<file path="src/rtl/mem_port_arbiter_if.sv">
// Bundle between the arbiter, the fetch/data requesters and the shared
// memory port. The master modport is the arbiter's view of it.
interface mem_port_arbiter_if #(
    parameter int XLEN = 32
);
    logic              i_valid;
    logic [XLEN-1:0]   i_addr;
    logic              i_ready;
    logic              i_rvalid;
    logic              d_valid;
    logic              d_we;
    logic [XLEN/8-1:0] d_be;
    logic [XLEN-1:0]   d_addr;
    logic [XLEN-1:0]   d_wdata;
    logic              d_ready;
    logic              d_rvalid;
    logic [XLEN-1:0]   rsp_rdata;
    logic              rsp_err;
    logic              mem_req;
    logic              mem_we;
    logic [XLEN/8-1:0] mem_be;
    logic [XLEN-1:0]   mem_addr;
    logic [XLEN-1:0]   mem_wdata;
    logic              mem_ready;
    logic [XLEN-1:0]   mem_rdata;

    modport master (
        input  i_valid, i_addr,
        input  d_valid, d_we, d_be, d_addr, d_wdata,
        input  mem_ready, mem_rdata,
        output i_ready, i_rvalid,
        output d_ready, d_rvalid,
        output rsp_rdata, rsp_err,
        output mem_req, mem_we, mem_be, mem_addr, mem_wdata
    );

    modport slave (
        output i_valid, i_addr,
        output d_valid, d_we, d_be, d_addr, d_wdata,
        output mem_ready, mem_rdata,
        input  i_ready, i_rvalid,
        input  d_ready, d_rvalid,
        input  rsp_rdata, rsp_err,
        input  mem_req, mem_we, mem_be, mem_addr, mem_wdata
    );
endinterface

</file>
<file path="src/rtl/mem_port_arbiter.sv">
// Fetch/data arbiter for the unified memory port: data first, bounded
// fetch starvation, one outstanding transaction, bus timeout as error.
module mem_port_arbiter #(
    parameter int XLEN           = 32,
    parameter int STARVE_LIMIT   = 4,
    parameter int TIMEOUT_CYCLES = 64
) (
    input  logic                clk,
    input  logic                rst_n,
    mem_port_arbiter_if.master  bus
);

    localparam int BW = XLEN / 8;
    localparam int SW = $clog2(STARVE_LIMIT + 1);
    localparam int WW = (TIMEOUT_CYCLES > 1) ?
                        $clog2(TIMEOUT_CYCLES + 1) : 1;

    typedef enum logic {
        IDLE,
        BUSY
    } state_t;

    state_t          state;
    logic            owner_d;
    logic            lat_we;
    logic [BW-1:0]   lat_be;
    logic [XLEN-1:0] lat_addr;
    logic [XLEN-1:0] lat_wdata;
    logic [SW-1:0]   starve_cnt;
    logic [WW-1:0]   wait_cnt;
    logic [XLEN-1:0] rsp_rdata_q;
    logic            rsp_err_q;
    logic            i_rvalid_q;
    logic            d_rvalid_q;

    logic starved;
    logic i_win;
    logic d_win;
    logic timeout_hit;

    assign starved = (starve_cnt == SW'(STARVE_LIMIT));
    assign i_win   = (state == IDLE) && bus.i_valid &&
                     (!bus.d_valid || starved);
    assign d_win   = (state == IDLE) && bus.d_valid &&
                     !(bus.i_valid && starved);

    // The wait count about to reach the limit in this BUSY cycle
    assign timeout_hit = (TIMEOUT_CYCLES != 0) &&
                         (wait_cnt == WW'(TIMEOUT_CYCLES - 1));

    assign bus.i_ready   = i_win;
    assign bus.d_ready   = d_win;
    assign bus.i_rvalid  = i_rvalid_q;
    assign bus.d_rvalid  = d_rvalid_q;
    assign bus.rsp_rdata = rsp_rdata_q;
    assign bus.rsp_err   = rsp_err_q;
    assign bus.mem_req   = (state == BUSY);
    assign bus.mem_we    = lat_we;
    assign bus.mem_be    = lat_be;
    assign bus.mem_addr  = lat_addr;
    assign bus.mem_wdata = lat_wdata;

    always_ff @(posedge clk or negedge rst_n) begin
        if (!rst_n) begin
            state       <= IDLE;
            owner_d     <= 1'b0;
            lat_we      <= 1'b0;
            lat_be      <= '0;
            lat_addr    <= '0;
            lat_wdata   <= '0;
            starve_cnt  <= '0;
            wait_cnt    <= '0;
            rsp_rdata_q <= '0;
            rsp_err_q   <= 1'b0;
            i_rvalid_q  <= 1'b0;
            d_rvalid_q  <= 1'b0;
        end else begin
            i_rvalid_q <= 1'b0;
            d_rvalid_q <= 1'b0;
            case (state)
                IDLE: begin
                    if (i_win || d_win) begin
                        owner_d   <= d_win;
                        lat_we    <= d_win && bus.d_we;
                        lat_be    <= d_win ? bus.d_be : '1;
                        lat_addr  <= d_win ? bus.d_addr : bus.i_addr;
                        lat_wdata <= d_win ? bus.d_wdata : '0;
                        wait_cnt  <= '0;
                        state     <= BUSY;
                        if (i_win || !bus.i_valid)
                            starve_cnt <= '0;
                        else if (!starved)
                            starve_cnt <= starve_cnt + 1'b1;
                    end
                end
                BUSY: begin
                    if (bus.mem_ready) begin
                        rsp_rdata_q <= lat_we ? '0 : bus.mem_rdata;
                        rsp_err_q   <= 1'b0;
                        i_rvalid_q  <= !owner_d;
                        d_rvalid_q  <= owner_d;
                        state       <= IDLE;
                    end else if (timeout_hit) begin
                        rsp_rdata_q <= '0;
                        rsp_err_q   <= 1'b1;
                        i_rvalid_q  <= !owner_d;
                        d_rvalid_q  <= owner_d;
                        state       <= IDLE;
                    end else begin
                        wait_cnt <= wait_cnt + 1'b1;
                    end
                end
                default: state <= IDLE;
            endcase
        end
    end

endmodule
</file>
<file path="src/flat_wrapper.sv">
// flat-port wrapper written by rule: the top's interface ports become plain ports
module mem_port_arbiter_flat 
#(
    parameter int XLEN           = 32,
    parameter int STARVE_LIMIT   = 4,
    parameter int TIMEOUT_CYCLES = 64
)
  (clk, rst_n, bus_i_valid, bus_i_addr, bus_d_valid, bus_d_we, bus_d_be, bus_d_addr, bus_d_wdata, bus_mem_ready, bus_mem_rdata, bus_i_ready, bus_i_rvalid, bus_d_ready, bus_d_rvalid, bus_rsp_rdata, bus_rsp_err, bus_mem_req, bus_mem_we, bus_mem_be, bus_mem_addr, bus_mem_wdata);
  mem_port_arbiter_if #(.XLEN(XLEN)) bus_i ();
  input  logic clk;
  input  logic rst_n;
  input wire logic [$bits(bus_i.i_valid)-1:0] bus_i_valid;
  input wire logic [$bits(bus_i.i_addr)-1:0] bus_i_addr;
  input wire logic [$bits(bus_i.d_valid)-1:0] bus_d_valid;
  input wire logic [$bits(bus_i.d_we)-1:0] bus_d_we;
  input wire logic [$bits(bus_i.d_be)-1:0] bus_d_be;
  input wire logic [$bits(bus_i.d_addr)-1:0] bus_d_addr;
  input wire logic [$bits(bus_i.d_wdata)-1:0] bus_d_wdata;
  input wire logic [$bits(bus_i.mem_ready)-1:0] bus_mem_ready;
  input wire logic [$bits(bus_i.mem_rdata)-1:0] bus_mem_rdata;
  output wire logic [$bits(bus_i.i_ready)-1:0] bus_i_ready;
  output wire logic [$bits(bus_i.i_rvalid)-1:0] bus_i_rvalid;
  output wire logic [$bits(bus_i.d_ready)-1:0] bus_d_ready;
  output wire logic [$bits(bus_i.d_rvalid)-1:0] bus_d_rvalid;
  output wire logic [$bits(bus_i.rsp_rdata)-1:0] bus_rsp_rdata;
  output wire logic [$bits(bus_i.rsp_err)-1:0] bus_rsp_err;
  output wire logic [$bits(bus_i.mem_req)-1:0] bus_mem_req;
  output wire logic [$bits(bus_i.mem_we)-1:0] bus_mem_we;
  output wire logic [$bits(bus_i.mem_be)-1:0] bus_mem_be;
  output wire logic [$bits(bus_i.mem_addr)-1:0] bus_mem_addr;
  output wire logic [$bits(bus_i.mem_wdata)-1:0] bus_mem_wdata;
  assign bus_i.i_valid = bus_i_valid;
  assign bus_i.i_addr = bus_i_addr;
  assign bus_i.d_valid = bus_d_valid;
  assign bus_i.d_we = bus_d_we;
  assign bus_i.d_be = bus_d_be;
  assign bus_i.d_addr = bus_d_addr;
  assign bus_i.d_wdata = bus_d_wdata;
  assign bus_i.mem_ready = bus_mem_ready;
  assign bus_i.mem_rdata = bus_mem_rdata;
  assign bus_i_ready = bus_i.i_ready;
  assign bus_i_rvalid = bus_i.i_rvalid;
  assign bus_d_ready = bus_i.d_ready;
  assign bus_d_rvalid = bus_i.d_rvalid;
  assign bus_rsp_rdata = bus_i.rsp_rdata;
  assign bus_rsp_err = bus_i.rsp_err;
  assign bus_mem_req = bus_i.mem_req;
  assign bus_mem_we = bus_i.mem_we;
  assign bus_mem_be = bus_i.mem_be;
  assign bus_mem_addr = bus_i.mem_addr;
  assign bus_mem_wdata = bus_i.mem_wdata;
  mem_port_arbiter #(.XLEN(XLEN), .STARVE_LIMIT(STARVE_LIMIT), .TIMEOUT_CYCLES(TIMEOUT_CYCLES)) u_core (.clk(clk), .rst_n(rst_n), .bus(bus_i));
endmodule
</file>
<file path="config.mk">
export PLATFORM = sky130hd
export DESIGN_NAME = mem_port_arbiter_flat
export DESIGN_NICKNAME = d
export VERILOG_FILES = /design/src/rtl/mem_port_arbiter_if.sv /design/src/rtl/mem_port_arbiter.sv /design/src/flat_wrapper.sv
export SDC_FILE = /design/constraint.sdc
export NUM_CORES = 1
export LEC_CHECK = 0
export BUFFER_PORTS_ARGS = -buffer_cell sky130_fd_sc_hd__buf_2
export CORE_ASPECT_RATIO = 1.2
export CORE_MARGIN = 4
export CORE_UTILIZATION = 35
export DETAILED_ROUTE_END_ITERATION = 7
export GPL_TIMING_DRIVEN = 0
export PLACE_DENSITY = 0.69
export SYNTH_ARGS = -nofsm -noshare
export SYNTH_HDL_FRONTEND = slang
export SYNTH_SLANG_ARGS = --single-unit
</file>
<file path="constraint.sdc">
create_clock -name clk -period 2.54 [get_ports clk]
set_clock_uncertainty 0.1 [all_clocks]
set_input_delay 0.508 -clock clk [delete_from_list [all_inputs] [get_ports clk]]
set_output_delay 0.508 -clock clk [all_outputs]
set_load 0.005 [all_outputs]
</file>
==> flow_metrics.tcl, run 1 <==
set metrics [dict create \
    result_of_the_run "finished, final reports clean" \
    timing.slew.headroom_pct 68.5 \
    antenna-diode-count 0 \
    post_route_ant_nets 0 \
    synth_simple_gate_area_share_pct 10.2 \
    crit_path_max_fanout 10 \
    async_flop_share_pct 100 \
    cellLeakagePower_nw 3.60 \
    postCtsSetupBuffers 0 \
    rows 48 \
    grt_pass1_vias 4863 \
    mostFrequentLayoutCells "buf_2, dfrtp_1, o21ai_0" \
    fp.dieArea_um2 17000 \
    largest_family_of_logic_cells_by_synthesized_area "compound AO/OA/AOI/OAI gates" \
    critPathBufInv 4 \
    vias_per_cell 5.04 \
    floorplan.io_pins 245 \
    timing.hold.worst_path_depth 2 \
    cap_violations 0 \
    report.final.hold_viol_count 0 \
    timing.critical_path.slowest_stage_cell "dfrtp_1" \
    antenna_violations_before_repair 0 \
    cts.sink_count 116 \
    timing.hold.worst.class "in2reg" \
    detailedPlacementHpwl_um 11300 \
    critical_path.startpoint_type "flip-flop" \
    tritoncts "yes" \
    worst_skew_pair.late_latency_ns 0.40 \
    clock-root-buffer "clkbuf_16" \
    place.port_buffers 244 \
    critical_path.top_delay_family "buffers and inverters" \
    syn2layout_area_growth_pct 41.0 \
    remaining_drc_errors 0 \
    ys_seq_elements 116 \
    layout_commonest_cell "buf_2" \
    total_routed_length_um 15500 \
    floorplan.initialDensity_pct 35.9 \
    layout.nets 887 \
    mean_post_synth_cell_area_um2 10.9 \
    postPlaceCellArea_um2 6730 \
    worstRegToRegCells 6 \
    timing_worst_slew_pin_value_ns 0.473 \
    rsz0062_at_grt "false" \
    cp_num_cells 7 \
    gr-usage-all-layers_pct 18.2 \
    detailedRoute.firstIterationViolations 230 \
    cts-buffers-inserted 17 \
    cts_max_level 4 \
    worstPathArrival_ns 1.79 \
    layout.cells.non_filler 959 \
    vdd.ir_drop.worst_mv 0.377 \
    clkSlewWorstSetupHoldPaths_ns 0.06 \
    routed_wire_length_per_instance_um 16.2 \
    grt_pass1_wl_um 24800 \
    cts.path.max_buffers 2 \
    fin_util_pct 50.7 \
    synth.yosys.warnings 0 \
    number_of_search_and_repair_iterations_in_the_first_detailed_routing_pass 4 \
    synth_xor_xnor_area_share_pct 0 \
    postSynthNetCount 622 \
    synth.area.mux_share_pct 0.575 \
    core-area_um2 14500 \
    finalCritPeriodShare_pct 94.4 \
    overflow 0 \
    finalWorstPathRequiredPeriod_ns 2.40 \
    share_of_synthesized_area_occupied_by_flip_flops_and_latches_pct 55.6 \
    die-width_um 120 \
    vias_after_detailed_routing 4838 \
    yosys.area_share.adder_pct 0.719 \
    layout_setup_ws_ns 0.141 \
    synthCells 481 \
    grt_max_degree 69 \
    synth.distinct_cells 49 \
    critPathKind "reg2out" \
    cp-end-kind "primary output" \
    clock.fmax_mhz 417 \
    crit_path_cell_trace "inv_1, ha_1, nand3_4, nand2_8, inv_8, buf_12, buf_2" \
    cellPowerDensity_nw_per_um2 1060 \
    synth-compound-area-share_pct 27.0 \
    fin_total_pwr_mw 7.80 \
    timing.final.max_slew_violations 0 \
    crit_required_ns 1.93 \
    die_height_um 142 \
    synth.cell_area_um2 5220 \
    place_inst 926 \
    yosys.area.top_type_share_pct 55.6 \
    post_synth_main_area_contributors "dfrtp_1, a22o_1, a22oi_1" \
    pre_cts_slack_ns 0.509 \
    setup-violations-final 0 \
    synth_edf_count 0 \
    post-route-cell-area_um2 7370 \
    drive_gt1_share_pct 42.2 \
    cp_slowest_stage_delay_ns 0.38 \
    yosys.area.top_type "dfrtp_1" \
    synth_flop_cell "dfrtp_1" \
    globalplace.congestion 0.758 \
]
-- cell usage after synthesis, types with 2 or more instances --
| master | instances |
|---|---|
| dfrtp_1 | 116 |
| o21ai_0 | 47 |
| a21oi_1 | 35 |
| a22o_1 | 34 |
| nand2b_1 | 33 |
| nor2_1 | 33 |
| a22oi_1 | 32 |
| a31oi_1 | 31 |
| buf_2 | 19 |
| o21ai_1 | 19 |
| clkbuf_1 | 8 |
| clkbuf_2 | 7 |
| nand2_1 | 5 |
| buf_4 | 4 |
| inv_1 | 4 |
| nor3_1 | 4 |
| o22a_1 | 4 |
| buf_12 | 3 |
| buf_6 | 3 |
| ha_1 | 3 |
| mux2i_1 | 3 |
| a21boi_0 | 2 |
| a32o_1 | 2 |
| and3_1 | 2 |
| and4b_1 | 2 |
| nor2b_1 | 2 |
| o211a_1 | 2 |
-- worst paths after layout --
path                                      startpoint                        to  slack (ns)
min in group asynchronous                      rst_n      u_core.bus.mem_be[0]        0.50
worst max register to register  u_core.starve_cnt[0]   u_core.bus.mem_addr[10]        0.77
max in group asynchronous                      rst_n  u_core.bus.rsp_rdata[11]        1.12
worst max-delay path            u_core.starve_cnt[0]               bus_d_ready        0.14
worst min register to register  u_core.bus.mem_be[1]      u_core.bus.mem_be[1]        0.39
worst min-delay path                 bus_d_wdata[24]  u_core.bus.mem_wdata[24]        0.23
-- layout make-up --
class / instances / area, um^2
Fill cell: 1418 / 7170
Sequential cell: 116 / 2900
Multi-Input combinational cell: 315 / 2010
Timing Repair Buffer: 246 / 1260
Clock buffer: 20 / 447
Buffer: 44 / 284
Tap cell: 200 / 250
Clock inverter: 12 / 180
Inverter: 6 / 30.0
-- routing by layer --
metal	routed length, um	vias up	track usage (%)
met5	0	-	0
met1	6650	2324	23.0
met3	1030	10	5.82
met4	140	0	4.76
li1	-	2310	-
met2	7700	194	30.2
-- metrics by stage --
step	hold slack, ns	TNS (ns)
3_5_place_dp	0.376	0
6_report	0.230	0
5_1_grt	0.203	0
4_1_cts	0.207	0
3_3_place_gp	0.372	-76.57
2_1_floorplan	0.112	0
-- flip-flops by register name, summed over array words and instances (netlist names) --
register,count
u_core.bus.mem_wdata,32
u_core.bus.rsp_rdata,32
u_core.bus.mem_req,1
u_core.bus.i_rvalid,1
u_core.starve_cnt,3
u_core.bus.mem_be,4
u_core.owner_d,1
u_core.bus.d_rvalid,1
u_core.bus.mem_we,1
u_core.bus.rsp_err,1
u_core.bus.mem_addr,32
u_core.wait_cnt,7
-- power by group --
group | internal, mW | total (mW) | leakage [nW] | switching, mW
clock | 1.67 | 2.52 | 0.288 | 0.847
combinational | 1.16 | 2.29 | 1.91 | 1.14
sequential | 2.54 | 2.99 | 1.40 | 0.457
-- cells by family (layout without fill, tap and decap cells) --
kind of cell               count (synthesis)  after routing
AOI/OAI and AO/OA                        217            217
DFF                                      116            116
and+or+nand+nor                           92             92
buffers and inverters                     50            328
adders and majority gates                  3              3
muxes                                      3              3
-- timing repair --
action / 4_1_cts / 5_1_grt
hold buffers: 1 / 0
setup endpoints to repair: 0 / 0
hold endpoints to repair: 48 / 0
resized for setup: 0 / 0
Note: power is estimated with default switching activity, not from simulation.
==> run 2: changes to the inputs <==
--- a/config.mk
+++ b/config.mk
@@ -12,6 +12,7 @@
 export DETAILED_ROUTE_END_ITERATION = 7
 export GPL_TIMING_DRIVEN = 0
 export PLACE_DENSITY = 0.69
+export SETUP_SLACK_MARGIN = 0.3
 export SYNTH_ARGS = -nofsm -noshare
 export SYNTH_HDL_FRONTEND = slang
 export SYNTH_SLANG_ARGS = --single-unit
==> constraint.sdc (replaced) <==
create_clock -name clk -period 2.3 [get_ports clk]
set_clock_uncertainty 0.1 [all_clocks]
set_input_delay 0.46 -clock clk [delete_from_list [all_inputs] [get_ports clk]]
set_output_delay 0.46 -clock clk [all_outputs]
set_load 0.005 [all_outputs]
==> run 2 against run 1 <==
Combinational power is 15% higher. Utilization is 0.70 points higher. First-iteration DRC count shrank 1.7%. Clock power increased by 10%. Register-to-register slack lost 0.20 ns. Via count up 0.83%. Sequential power increased by 11%.
==> flow_metrics.tcl, run 2 (same netlist as run 1, synthesis figures left out) <==
set metrics [dict create \
    vias_after_detailed_routing 4878 \
    crit_required_ns 1.74 \
    cts-buffers-inserted 17 \
    timing.slew.headroom_pct 68.4 \
    fin_total_pwr_mw 8.72 \
    layout.cells.non_filler 969 \
    worstPathArrival_ns 1.49 \
    place_inst 926 \
    finalWorstPathRequiredPeriod_ns 2.05 \
    tritoncts "yes" \
    clock.fmax_mhz 488 \
    detailedRoute.firstIterationViolations 226 \
    cts.sink_count 116 \
    layout.nets 897 \
    drive_gt1_share_pct 43.6 \
    number_of_search_and_repair_iterations_in_the_first_detailed_routing_pass 4 \
    crit_path_max_fanout 4 \
    grt_max_degree 69 \
    remaining_drc_errors 0 \
    antenna_violations_before_repair 0 \
    globalplace.congestion 0.758 \
    area.sequential_um2 2900 \
    grt_pass1_vias 4889 \
    cts.path.max_buffers 2 \
    pre_cts_slack_ns 0.360 \
    gr-usage-all-layers_pct 18.4 \
    vdd.ir_drop.worst_mv 0.416 \
    overflow 0 \
    syn2layout_area_growth_pct 42.9 \
    timing_worst_slew_pin_value_ns 0.474 \
    timing.hold.worst.class "in2reg" \
    critPathKind "reg2out" \
    die_height_um 142 \
    post_route_ant_nets 0 \
    cellLeakagePower_nw 3.65 \
    fin_setup_tns_ns 0 \
    finalCritPeriodShare_pct 89.1 \
    place.port_buffers 244 \
    vias_per_cell 5.03 \
    clkSlewWorstSetupHoldPaths_ns 0.06 \
    cap_violations 0 \
    floorplan.initialDensity_pct 35.9 \
    grt_pass1_wl_um 25100 \
    cellPowerDensity_nw_per_um2 1170 \
    layout_setup_ws_ns 0.251 \
    critical_path.startpoint_type "flip-flop" \
    layout_commonest_cell "buf_2" \
    post-route-cell-area_um2 7470 \
    fp.dieArea_um2 17000 \
    setup.reg_to_reg.worst_slack_ns 0.57 \
    met3_length_um 1030 \
    drt-met1-wl_um 6710 \
    rsz0062_at_grt "true" \
    cp-end-kind "primary output" \
    worst_skew_pair.late_latency_ns 0.40 \
    clock-root-buffer "clkbuf_16" \
    die-width_um 120 \
    wl_met2_um 7850 \
    core-area_um2 14500 \
    postPlaceCellArea_um2 6730 \
    setup-violations-final 0 \
    antenna-diode-count 0 \
    topRoutingLayerUsed "met4" \
    timing.final.max_slew_violations 0 \
    routed_wire_length_per_instance_um 16.2 \
    detailedPlacementHpwl_um 11300 \
    floorplan.io_pins 245 \
    nFillCells 1411 \
    rows 48 \
    result_of_the_run "finished, final reports clean" \
    area_used_by_multi_input_combinational_logic_um2 2020 \
    total_routed_length_um 15700 \
    mostFrequentLayoutCells "buf_2, dfrtp_1, o21ai_0" \
    cts_max_level 4 \
    report.final.hold_viol_count 0 \
]
[run 2: changes by cell type in the layout (fill, tap and decap cells not counted), sizes merged]
cell / previous run / this run
buf: 274 / 284
[run 2: area by class of cell]
class	instances	area share, %
Tap cell	200	3.35
Timing Repair Buffer	256	18.0
Inverter	6	0.402
Multi-Input combinational cell	315	27.1
Clock buffer	20	5.98
Buffer	44	3.85
Clock inverter	12	2.41
Sequential cell	116	38.9
[run 2: per-layer routing]
metal  up-vias  track usage [%]
li1       2328                -
met1      2356             23.1
met2       184             30.8
met3        10             5.82
met4         0             4.70
met5         -                0
[run 2: final timing paths]
kind / cells past startpoint / start / to
setup / recovery: 7 / u_core.starve_cnt[0] / bus_d_ready
min in group asynchronous: 2 / rst_n / u_core.bus.mem_be[0]
setup reg to reg: 7 / u_core.starve_cnt[0] / u_core.bus.mem_addr[7]
hold / removal: 2 / bus_d_wdata[24] / u_core.bus.mem_wdata[24]
hold reg to reg: 1 / u_core.bus.mem_be[1] / u_core.bus.mem_be[1]
max in group asynchronous: 3 / rst_n / u_core.bus.rsp_rdata[11]
[run 2: power breakdown]
part / switching [mW] / internal [mW]
Combinational: 1.28 / 1.35
Clock: 0.939 / 1.84
Sequential: 0.507 / 2.80
Total: 2.72 / 5.99
[run 2: worst max-delay path: stages, from the launching register on]
cell	delay (ns)
dfrtp_1	0.38
inv_2	0.08
ha_4	0.16
nand3_4	0.10
nand2_8	0.11
inv_8	0.03
buf_12	0.11
buf_6	0.10
[run 2: what timing repair did]
item                                    in CTS  in global routing
setup buffers                                8                  2
pin swaps                                    2                  2
hold buffers                                 1                  0
hold endpoints to repair                    48                  0
gates resized for setup                      8                  0
endpoints found under the setup margin       2                  2
[run 2: through the flow]
step                      utilization [%]  hold WS, ns
after global routing                 51.4        0.155
after global placement               46.1        0.372
after CTS                            51.3        0.159
final                                51.4        0.182
after floorplan                         -       0.0644
after detailed placement             46.3        0.331
==> run 3: changes to the inputs <==
==> constraint.sdc (replaced) <==
create_clock -name clk -period 2.3 [get_ports clk]
set_clock_uncertainty 0.1 [all_clocks]
set_input_delay 0.46 -clock clk [delete_from_list [all_inputs] [get_ports clk]]
set_output_delay 0.46 -clock clk [all_outputs]
set_load 0.02 [all_outputs]
==> run 3 against run 2 <==
Worst setup slack worse by 0.015 ns. Critical path depth stayed put. Clock power barely moved. Sequential power about the same. Fmax down 0.71%. Via count shrank 0.16%. Cell area grew 0.37%. Die area did not move. Total power rose by 10%. Utilization is 0.19 points higher. Wire length hardly changed. Largest cell class unchanged. Largest power group is now combinational cells.
==> flow_metrics.tcl, run 3 (same netlist as run 1, synthesis figures left out) <==
set metrics [dict create \
    die-width_um 120 \
    cts_max_level 4 \
    worstPathArrival_ns 1.50 \
    remaining_drc_errors 0 \
    mostFrequentLayoutCells "buf_2, dfrtp_1, o21ai_0" \
    result_of_the_run "finished, final reports clean" \
    fin_setup_tns_ns 0 \
    layout_setup_ws_ns 0.236 \
    report.final.hold_viol_count 0 \
    total_routed_length_um 15700 \
    fin_util_pct 51.6 \
    cp-end-kind "primary output" \
    grt_pass1_wl_um 25100 \
    detailedRoute.firstIterationViolations 221 \
    routed_wire_length_per_instance_um 16.2 \
    grt_pass1_vias 4889 \
    setup-violations-final 0 \
    rsz0062_at_grt "true" \
    globalplace.congestion 0.758 \
    cts.sink_count 116 \
    syn2layout_area_growth_pct 43.5 \
    antenna_violations_before_repair 0 \
    fin_worst_hold_slack_ns 0.182 \
    layout.cells.non_filler 971 \
    floorplan.initialDensity_pct 35.9 \
    core-area_um2 14500 \
    timing.slew.headroom_pct 68.4 \
    drive_gt1_share_pct 43.8 \
    antenna-diode-count 0 \
    cts-buffers-inserted 17 \
    detailedPlacementHpwl_um 11300 \
    vdd.ir_drop.worst_mv 0.499 \
    finalCritPeriodShare_pct 89.7 \
    rows 48 \
    place_inst 926 \
    cts.path.max_buffers 2 \
    clkSlewWorstSetupHoldPaths_ns 0.06 \
    vias_after_detailed_routing 4870 \
    timing_worst_slew_pin_value_ns 0.475 \
    timing.hold.worst.class "in2reg" \
    place.port_buffers 244 \
    fp.dieArea_um2 17000 \
    number_of_search_and_repair_iterations_in_the_first_detailed_routing_pass 4 \
    clock.fmax_mhz 485 \
    critPathKind "reg2out" \
    layout_commonest_cell "buf_2" \
    cellLeakagePower_nw 3.66 \
    clock-root-buffer "clkbuf_16" \
    post_route_ant_nets 0 \
    cellPowerDensity_nw_per_um2 1280 \
    overflow 0 \
    tritoncts "yes" \
    floorplan.io_pins 245 \
    timing.final.max_slew_violations 0 \
    cap_violations 0 \
    worst_skew_pair.late_latency_ns 0.40 \
    vias_per_cell 5.02 \
    finalWorstPathRequiredPeriod_ns 2.06 \
    critical_path.startpoint_type "flip-flop" \
    crit_path_max_fanout 4 \
    crit_required_ns 1.74 \
    gr-usage-all-layers_pct 18.4 \
    layout.nets 899 \
    pre_cts_slack_ns 0.314 \
    grt_max_degree 69 \
    die_height_um 142 \
]
run 3: report_power, final:
group	total (mW)	internal, mW	switching, mW
clock network	2.78	1.84	0.941
registers	3.30	2.80	0.503
logic	3.52	1.39	2.13
run 3: timing repair:
action	4_1_cts	5_1_grt
setup endpoints to repair	2	2
hold endpoints to repair	48	0
buffers inserted	8	4
pin swaps	2	2
gates resized for setup	13	0
hold buffers	1	0
run 3: final timing paths:
check / from / end / slack, ns / cells past startpoint
setup / recovery: u_core.starve_cnt[0] / bus_d_ready / 0.24 / 7
hold / removal: bus_d_wdata[24] / u_core.bus.mem_wdata[24] / 0.18 / 2
setup reg to reg: u_core.starve_cnt[0] / u_core.bus.mem_addr[10] / 0.58 / 7
hold reg to reg: u_core.bus.mem_be[1] / u_core.bus.mem_be[1] / 0.39 / 1
max in group asynchronous: rst_n / u_core.bus.rsp_rdata[11] / 0.93 / 3
min in group asynchronous: rst_n / u_core.bus.mem_be[0] / 0.45 / 2
run 3: cell type report:
type | instances | area [um^2]
multi-input combinational | 315 | 2020
tap | 200 | 250
buffer | 44 | 288
inverter | 6 | 30.0
clock buffer | 20 | 447
clock inverter | 12 | 180
fill | 1405 | 7040
timing repair buffer | 258 | 1370
sequential | 116 | 2900
run 3: layer usage:
metal  routed length [um]  up-vias  global-route usage [%]
met1                 6670     2340                    23.1
met4                  121        0                    4.70
met5                    0        -                       0
met3                 1060        8                    5.82
li1                     -     2332                       -
met2                 7870      190                    30.8
run 3: critical path: stages (launching register included):
cell	delay [ns]
dfrtp_1	0.38
inv_2	0.08
ha_4	0.16
nand3_4	0.10
nand2_8	0.11
inv_8	0.03
buf_12	0.11
buf_8	0.12
run 3: stage by stage:
| step | power (mW) | area [um^2] |
|---|---|---|
| 2_1_floorplan | 5.43 | 5220 |
| 3_3_place_gp | 6.69 | 6700 |
| 3_5_place_dp | 6.76 | 6730 |
| 4_1_cts | 9.69 | 7460 |
| 5_1_grt | 10.2 | 7490 |
| 6_report | 9.60 | 7490 |
